--- src/rtl/md_unit.sv ---
// md_unit: multi-cycle MIPS multiply/divide unit holding results in HI/LO.
// Define MDU_MADD_EN to build the madd/maddu/msub/msubu accumulate ops.
module md_unit #(
  parameter int unsigned MULT_LAT = 5
) (
  input  logic        clk,
  input  logic        reset,
  input  logic        start,
  input  logic [3:0]  MDOp,
  input  logic [31:0] A,
  input  logic [31:0] B,
  output logic        busy,
  output logic        done,
  output logic [31:0] HI,
  output logic [31:0] LO
);
  localparam int unsigned W  = 32;
  localparam int unsigned CW = 6;
  localparam logic [3:0] OP_MULT  = 4'd1;
  localparam logic [3:0] OP_MULTU = 4'd2;
  localparam logic [3:0] OP_DIV   = 4'd3;
  localparam logic [3:0] OP_DIVU  = 4'd4;
  localparam logic [3:0] OP_MTHI  = 4'd5;
  localparam logic [3:0] OP_MTLO  = 4'd6;
`ifdef MDU_MADD_EN
  localparam logic [3:0] OP_MADD  = 4'd7;
  localparam logic [3:0] OP_MADDU = 4'd8;
  localparam logic [3:0] OP_MSUB  = 4'd9;
  localparam logic [3:0] OP_MSUBU = 4'd10;
`endif

  typedef enum logic [1:0] {S_IDLE, S_MUL, S_DIV, S_FIX} state_t;

  state_t        state, state_nx;
  logic [3:0]    op, op_nx;
  logic [W-1:0]  op_a, op_a_nx, op_b, op_b_nx, quo, quo_nx, rem, rem_nx;
  logic [CW-1:0] cnt, cnt_nx;
  logic          neg_q, neg_q_nx, neg_r, neg_r_nx;
  logic [W-1:0]  hi_nx, lo_nx;
  logic          done_nx;

  logic           launch_mul_c, launch_div_c, mul_signed_c, take_c;
  logic [2*W-1:0] a_ext_c, b_ext_c, prod_c, mul_res_c;
  logic [W-1:0]   divisor_c, rem_step_c, quo_step_c, q_fix_c, r_fix_c;
  logic [W:0]     shifted_c;

  // Launch decode: only sampled while idle, so a start during busy is dropped.
  always_comb begin
    launch_mul_c = 1'b0;
    launch_div_c = 1'b0;
    if (state == S_IDLE && start) begin
      case (MDOp)
        OP_MULT, OP_MULTU: launch_mul_c = 1'b1;
`ifdef MDU_MADD_EN
        OP_MADD, OP_MADDU, OP_MSUB, OP_MSUBU: launch_mul_c = 1'b1;
`endif
        OP_DIV, OP_DIVU: launch_div_c = 1'b1;
        default: ;
      endcase
    end
  end

  // Product and accumulate against HI/LO as held at completion.
  always_comb begin
    mul_signed_c = (op == OP_MULT);
`ifdef MDU_MADD_EN
    mul_signed_c = (op == OP_MULT) || (op == OP_MADD) || (op == OP_MSUB);
`endif
    a_ext_c   = mul_signed_c ? {{W{op_a[W-1]}}, op_a} : {{W{1'b0}}, op_a};
    b_ext_c   = mul_signed_c ? {{W{op_b[W-1]}}, op_b} : {{W{1'b0}}, op_b};
    prod_c    = a_ext_c * b_ext_c;
    mul_res_c = prod_c;
`ifdef MDU_MADD_EN
    case (op)
      OP_MADD, OP_MADDU: mul_res_c = {HI, LO} + prod_c;
      OP_MSUB, OP_MSUBU: mul_res_c = {HI, LO} - prod_c;
      default: ;
    endcase
`endif
  end

  // One restoring step per cycle: quotient bits shift in at the bottom of quo.
  always_comb begin
    divisor_c  = (op == OP_DIV && op_b[W-1]) ? -op_b : op_b;
    shifted_c  = {rem, quo[W-1]};
    take_c     = shifted_c >= {1'b0, divisor_c};
    rem_step_c = take_c ? W'(shifted_c - {1'b0, divisor_c}) : shifted_c[W-1:0];
    quo_step_c = {quo[W-2:0], take_c};
    q_fix_c    = neg_q ? -quo : quo;
    r_fix_c    = neg_r ? -rem : rem;
  end

  always_ff @(posedge clk or negedge reset) begin
    if (!reset) begin
      state <= S_IDLE;
      op    <= '0;
      op_a  <= '0;
      op_b  <= '0;
      quo   <= '0;
      rem   <= '0;
      cnt   <= '0;
      neg_q <= 1'b0;
      neg_r <= 1'b0;
      HI    <= '0;
      LO    <= '0;
      busy  <= 1'b0;
      done  <= 1'b0;
    end else begin
      state <= state_nx;
      op    <= op_nx;
      op_a  <= op_a_nx;
      op_b  <= op_b_nx;
      quo   <= quo_nx;
      rem   <= rem_nx;
      cnt   <= cnt_nx;
      neg_q <= neg_q_nx;
      neg_r <= neg_r_nx;
      HI    <= hi_nx;
      LO    <= lo_nx;
      busy  <= (state_nx != S_IDLE);
      done  <= done_nx;
    end
  end

  always_comb begin
    state_nx = state;
    case (state)
      S_IDLE: begin
        if (launch_mul_c)      state_nx = S_MUL;
        else if (launch_div_c) state_nx = S_DIV;
      end
      S_MUL:   if (cnt == CW'(1)) state_nx = S_IDLE;
      S_DIV:   if (cnt == CW'(1)) state_nx = S_FIX;
      S_FIX:   state_nx = S_IDLE;
      default: state_nx = S_IDLE;
    endcase
  end

  // Datapath and HI/LO update; HI/LO change only on completion or mthi/mtlo.
  always_comb begin
    op_nx    = op;
    op_a_nx  = op_a;
    op_b_nx  = op_b;
    quo_nx   = quo;
    rem_nx   = rem;
    cnt_nx   = cnt;
    neg_q_nx = neg_q;
    neg_r_nx = neg_r;
    hi_nx    = HI;
    lo_nx    = LO;
    done_nx  = 1'b0;
    case (state)
      S_IDLE: begin
        if (launch_mul_c) begin
          op_nx   = MDOp;
          op_a_nx = A;
          op_b_nx = B;
          cnt_nx  = CW'(MULT_LAT);
        end else if (launch_div_c) begin
          op_nx    = MDOp;
          op_a_nx  = A;
          op_b_nx  = B;
          quo_nx   = (MDOp == OP_DIV && A[W-1]) ? -A : A;
          rem_nx   = '0;
          neg_q_nx = (MDOp == OP_DIV) && (A[W-1] ^ B[W-1]);
          neg_r_nx = (MDOp == OP_DIV) && A[W-1];
          cnt_nx   = CW'(W);
        end else if (start && MDOp == OP_MTHI) begin
          hi_nx = A;
        end else if (start && MDOp == OP_MTLO) begin
          lo_nx = A;
        end
      end
      S_MUL: begin
        cnt_nx = cnt - CW'(1);
        if (cnt == CW'(1)) begin
          {hi_nx, lo_nx} = mul_res_c;
          done_nx        = 1'b1;
        end
      end
      S_DIV: begin
        cnt_nx = cnt - CW'(1);
        quo_nx = quo_step_c;
        rem_nx = rem_step_c;
      end
      S_FIX: begin
        cnt_nx  = '0;
        done_nx = 1'b1;
        if (op_b == '0) begin
          lo_nx = '1;
          hi_nx = op_a;
        end else begin
          lo_nx = q_fix_c;
          hi_nx = r_fix_c;
        end
      end
      default: ;
    endcase
  end

endmodule

--- config.mk ---
export PLATFORM = sky130hd
export DESIGN_NAME = md_unit
export DESIGN_NICKNAME = d
export VERILOG_FILES = /design/src/rtl/md_unit.sv
export SDC_FILE = /design/constraint.sdc
export NUM_CORES = 2
export LEC_CHECK = 0
export CORE_MARGIN = 2
export CORE_UTILIZATION = 40
export CTS_BUF_LIST = sky130_fd_sc_hd__clkbuf_2 sky130_fd_sc_hd__clkbuf_4 sky130_fd_sc_hd__clkbuf_8
export DETAILED_ROUTE_END_ITERATION = 8
export PLACE_DENSITY = 0.58
export REMOVE_ABC_BUFFERS = 1
export SLEW_MARGIN = 40
export SYNTH_ARGS = -nofsm -noshare
export SYNTH_HDL_FRONTEND = slang
export SYNTH_SLANG_ARGS = --single-unit
--- constraint.sdc ---
create_clock -name clk -period 14.2 [get_ports clk]
set_input_delay 1.42 -clock clk [delete_from_list [all_inputs] [get_ports clk]]
set_output_delay 1.42 -clock clk [all_outputs]
set_load 0.005 [all_outputs]
==> key figures <==
Flow run
  – Maxcap violations: 0

Setup path
  – CP max stage delay: 890 ps
  – CP max stage cell: fa_1
  – Kind of critical path: reg2reg
  – CP Launch Type: register
  – CP Max Fanout: 26
  – CP Data Required Time: 14,760 ps
  – Crit. Startpoint: op[1]
  – R2R Path Start: op[1]
  – Worst Path Arrival: 11,530 ps
  – Most used cell, CP: fa_1
  – CP Capture Type: register

Place
  – DP Wirelength: 162,000 µm
  – Post-Place Setup Slack: 3380 ps
  – I/O Buffers: 136
  – GP Congestion: 0.931
  – Dpl cells: 8,623

Drt
  – Iteration-0 DRC Markers: 3,912
  – # DRC: 0
  – Routed Antenna Nets: 0
  – Avg WL per Cell: 23.7 µm
  – Met3 WL post-DR: 15,600 µm
  – Met2 wire len: 96,800 µm
  – DRT Pass-1 Iters: 6
  – Via count: 46,600
  – Routed wire length: 206,000 µm
  – Vias/cell: 5.36
  – Met1 WL: 86,100 µm
  – Highest Signal Layer: met4

Logic synthesis
  – Synth warn: 0
  – Post-synth top area share: 46.2%
  – Synth Cell Area: 0.0615 mm²
  – Post-synthesis register bit count: 208
  – Largest cells by area after synthesis: fa_1 46%, inv_1 9.4%, dfrtp_1 8.5%, ha_1 7.1%, nand2_1 5.6%
  – Yosys top cell by area: fa_1
  – Syn avg cell area: 9.14 µm²
  – Ys flop type: dfrtp_1
  – Async SR Flop Fraction: 100%
  – Cell count after synthesis: 6,731
  – Library cells used by synthesis: 90
  – Post-synthesis sequential area ratio: 8.46%
  – EDFF count, synth: 0

Timing
  – Tightest Pin Transition: 911 ps
  – Minimum clock period: 10,960 ps
  – Setup Viol. Count Final: 0
  – Clock skew: 50.4 ps
  – Fin Setup TNS: 0 ps
  – Final Hold Fails: 0
  – Smallest setup slack after layout: 3240 ps
  – Unrepaired setup endpoints after global routing: false
  – Slew headroom: 38.8%
  – Fmax: 91.2 MHz
  – Slew Limit Fails: 0
  – Period utilization: 77.2%

Clock tree
  – Worst-path clk slew: 60 ps
  – H-Tree Depth: 2
  – CTS tree: built
  – Cts repair resizes: 0
  – Clk sinks: 208
  – Post-CTS Setup Bufs: 0
  – Clk_lat worst skew: 650 ps
  – CTS max path bufs: 3
  – CTS Root Cell: clkbuf_8
  – TritonCTS Buffers: 40
  – Hold buffer count at cts: 0

Floorplanning
  – Die Ht: 396 µm
  – Core ar.: 0.152 mm²
  – Core Rows: 143
  – Die X-Extent: 396 µm
  – Die ar.: 0.157 mm²
  – Initial core utilization: 40.4%
  – # IOs: 137

Global route
  – Remaining Overflow, GRT: 0
  – Via count of the first global-routing pass: 49,800
  – Largest net degree at the start of global routing: 95
  – Initial antenna violation count: 16
  – Total global-route track usage: 26.9%
  – First-pass GRT wire length: 316,000 µm

Power
  – Internal Pwr Total: 1.39 mW
  – Combinational Power Share: 34.9%
  – Sw frac: 39.6%
  – Pwr Density: 35.1 mW/mm²
  – VDD IR-drop max: 80.0 µV
  – Switching power: 0.912 mW
  – Seq pwr share: 35.2%
  – Leakage: 33.1 nW
  – Clock share of power: 29.9%

Cells and area
  – Commonest non-fill, non-tap cell in the layout: inv_1
  – Layout cells sized above 1: 4.40%
  – Layout area overhead: 6.72%
  – Nets: 8,477
  – Finished Layout Cells: 8,697
  – Final core area utilization: 43.1%
  – Most frequent cells in the layout: 1,545 x inv_1, 1,420 x fa_1, 921 x nand2_1, 406 x and2_1, 347 x ha_1

Outcome
  – Run status: completed

Min path
  – Worst min path class: reg2reg
  – Min-Delay Startpoint: LO[9]
[kinds of logic after synthesis]
family                     share of synthesized area [%]
AOI/OAI and AO/OA                                   7.61
adders and majority gates                           53.4
DFF                                                 8.46
and+or+nand+nor                                     13.2
buffers and inverters                               11.9
xor gates and xnor gates                            3.69
muxes                                               1.80
[worst max-delay path: cells and delay by family (launching register included)]
kind            cells  cell delay, ps
flops               1             420
buf+inv             9            1590
compound gates      5            1450
simple gates        8            1690
fa+ha+maj          11            5670
[final timing paths]
kind	end	slack [ps]	cells after the start
setup / recovery	HI[30]	3240	33
hold / removal	LO[9]	490	2
setup reg to reg	HI[30]	3240	33
hold reg to reg	LO[9]	490	2
max in group asynchronous	op_b[31]	12600	3
min in group asynchronous	quo[1]	630	1
[synthesized netlist by cell type, types with 6 or more instances]
cell type,count
nor2b_1,12
buf_1,28
a41oi_1,11
mux2i_1,35
mux2_2,67
ha_1,350
o41ai_1,15
fa_1,1420
nor2_1,166
buf_4,17
buf_2,6
a211o_1,7
o21a_1,22
nor3_1,31
nand2b_1,22
o31a_1,6
a31oi_1,26
o21ai_0,218
and3_1,36
nand3_1,23
a211oi_1,13
clkbuf_1,319
o211ai_1,16
o2111ai_1,6
and2_1,408
or4_1,15
dfrtp_1,208
o22ai_1,10
o31ai_1,40
a22oi_1,7
o21bai_1,12
nand4_1,16
a21o_1,47
xor2_1,106
a221oi_1,30
nor4_1,7
a31o_2,9
xnor2_1,153
or3_1,25
nand2_1,923
a21oi_1,210
nor3b_1,6
inv_1,1545
[power by group through the flow]
stage	registers [mW]	logic (mW)	clock network, mW
2_1_floorplan	0.762	0.584	0
3_3_place_gp	0.811	0.777	0
3_5_place_dp	0.814	0.788	0
4_1_cts	0.804	0.792	0.698
5_1_grt	0.818	0.887	0.724
6_report	0.810	0.803	0.689
[final cells by class]
cell class                 instances  area [µm²]
fill                           15100       86600
clock inverter                    12         125
clock buffer                      59         731
sequential                       208        5210
timing repair buffer             236        2160
multi-input combinational       4605       49100
antenna                            2        5.00
inverter                        1545        5800
tap                             2030        2540
[sequential cells by signal, summed over array words and instances, names as in the netlist]
register,flops
HI,32
state,2
rem,32
done,1
neg_r,1
quo,32
op_a,32
cnt,6
op_b,32
op,4
busy,1
LO,32
neg_q,1
[per-layer routing]
layer	vias to the layer above	global-route usage, %
li1	20000	-
met1	24400	37.0
met2	1852	44.1
met3	369	3.81
met4	0	8.03
met5	-	0
[stage by stage]
step | cell area, µm² | power [mW] | hold WS [ps]
4_1_cts | 65600 | 2.29 | 490
5_1_grt | 65600 | 2.43 | 511
6_report | 65600 | 2.30 | 488
3_5_place_dp | 64700 | 1.60 | 476
3_3_place_gp | 64700 | 1.59 | 470
2_1_floorplan | 60000 | 1.35 | 473
Power figures use the tool's default switching activity.
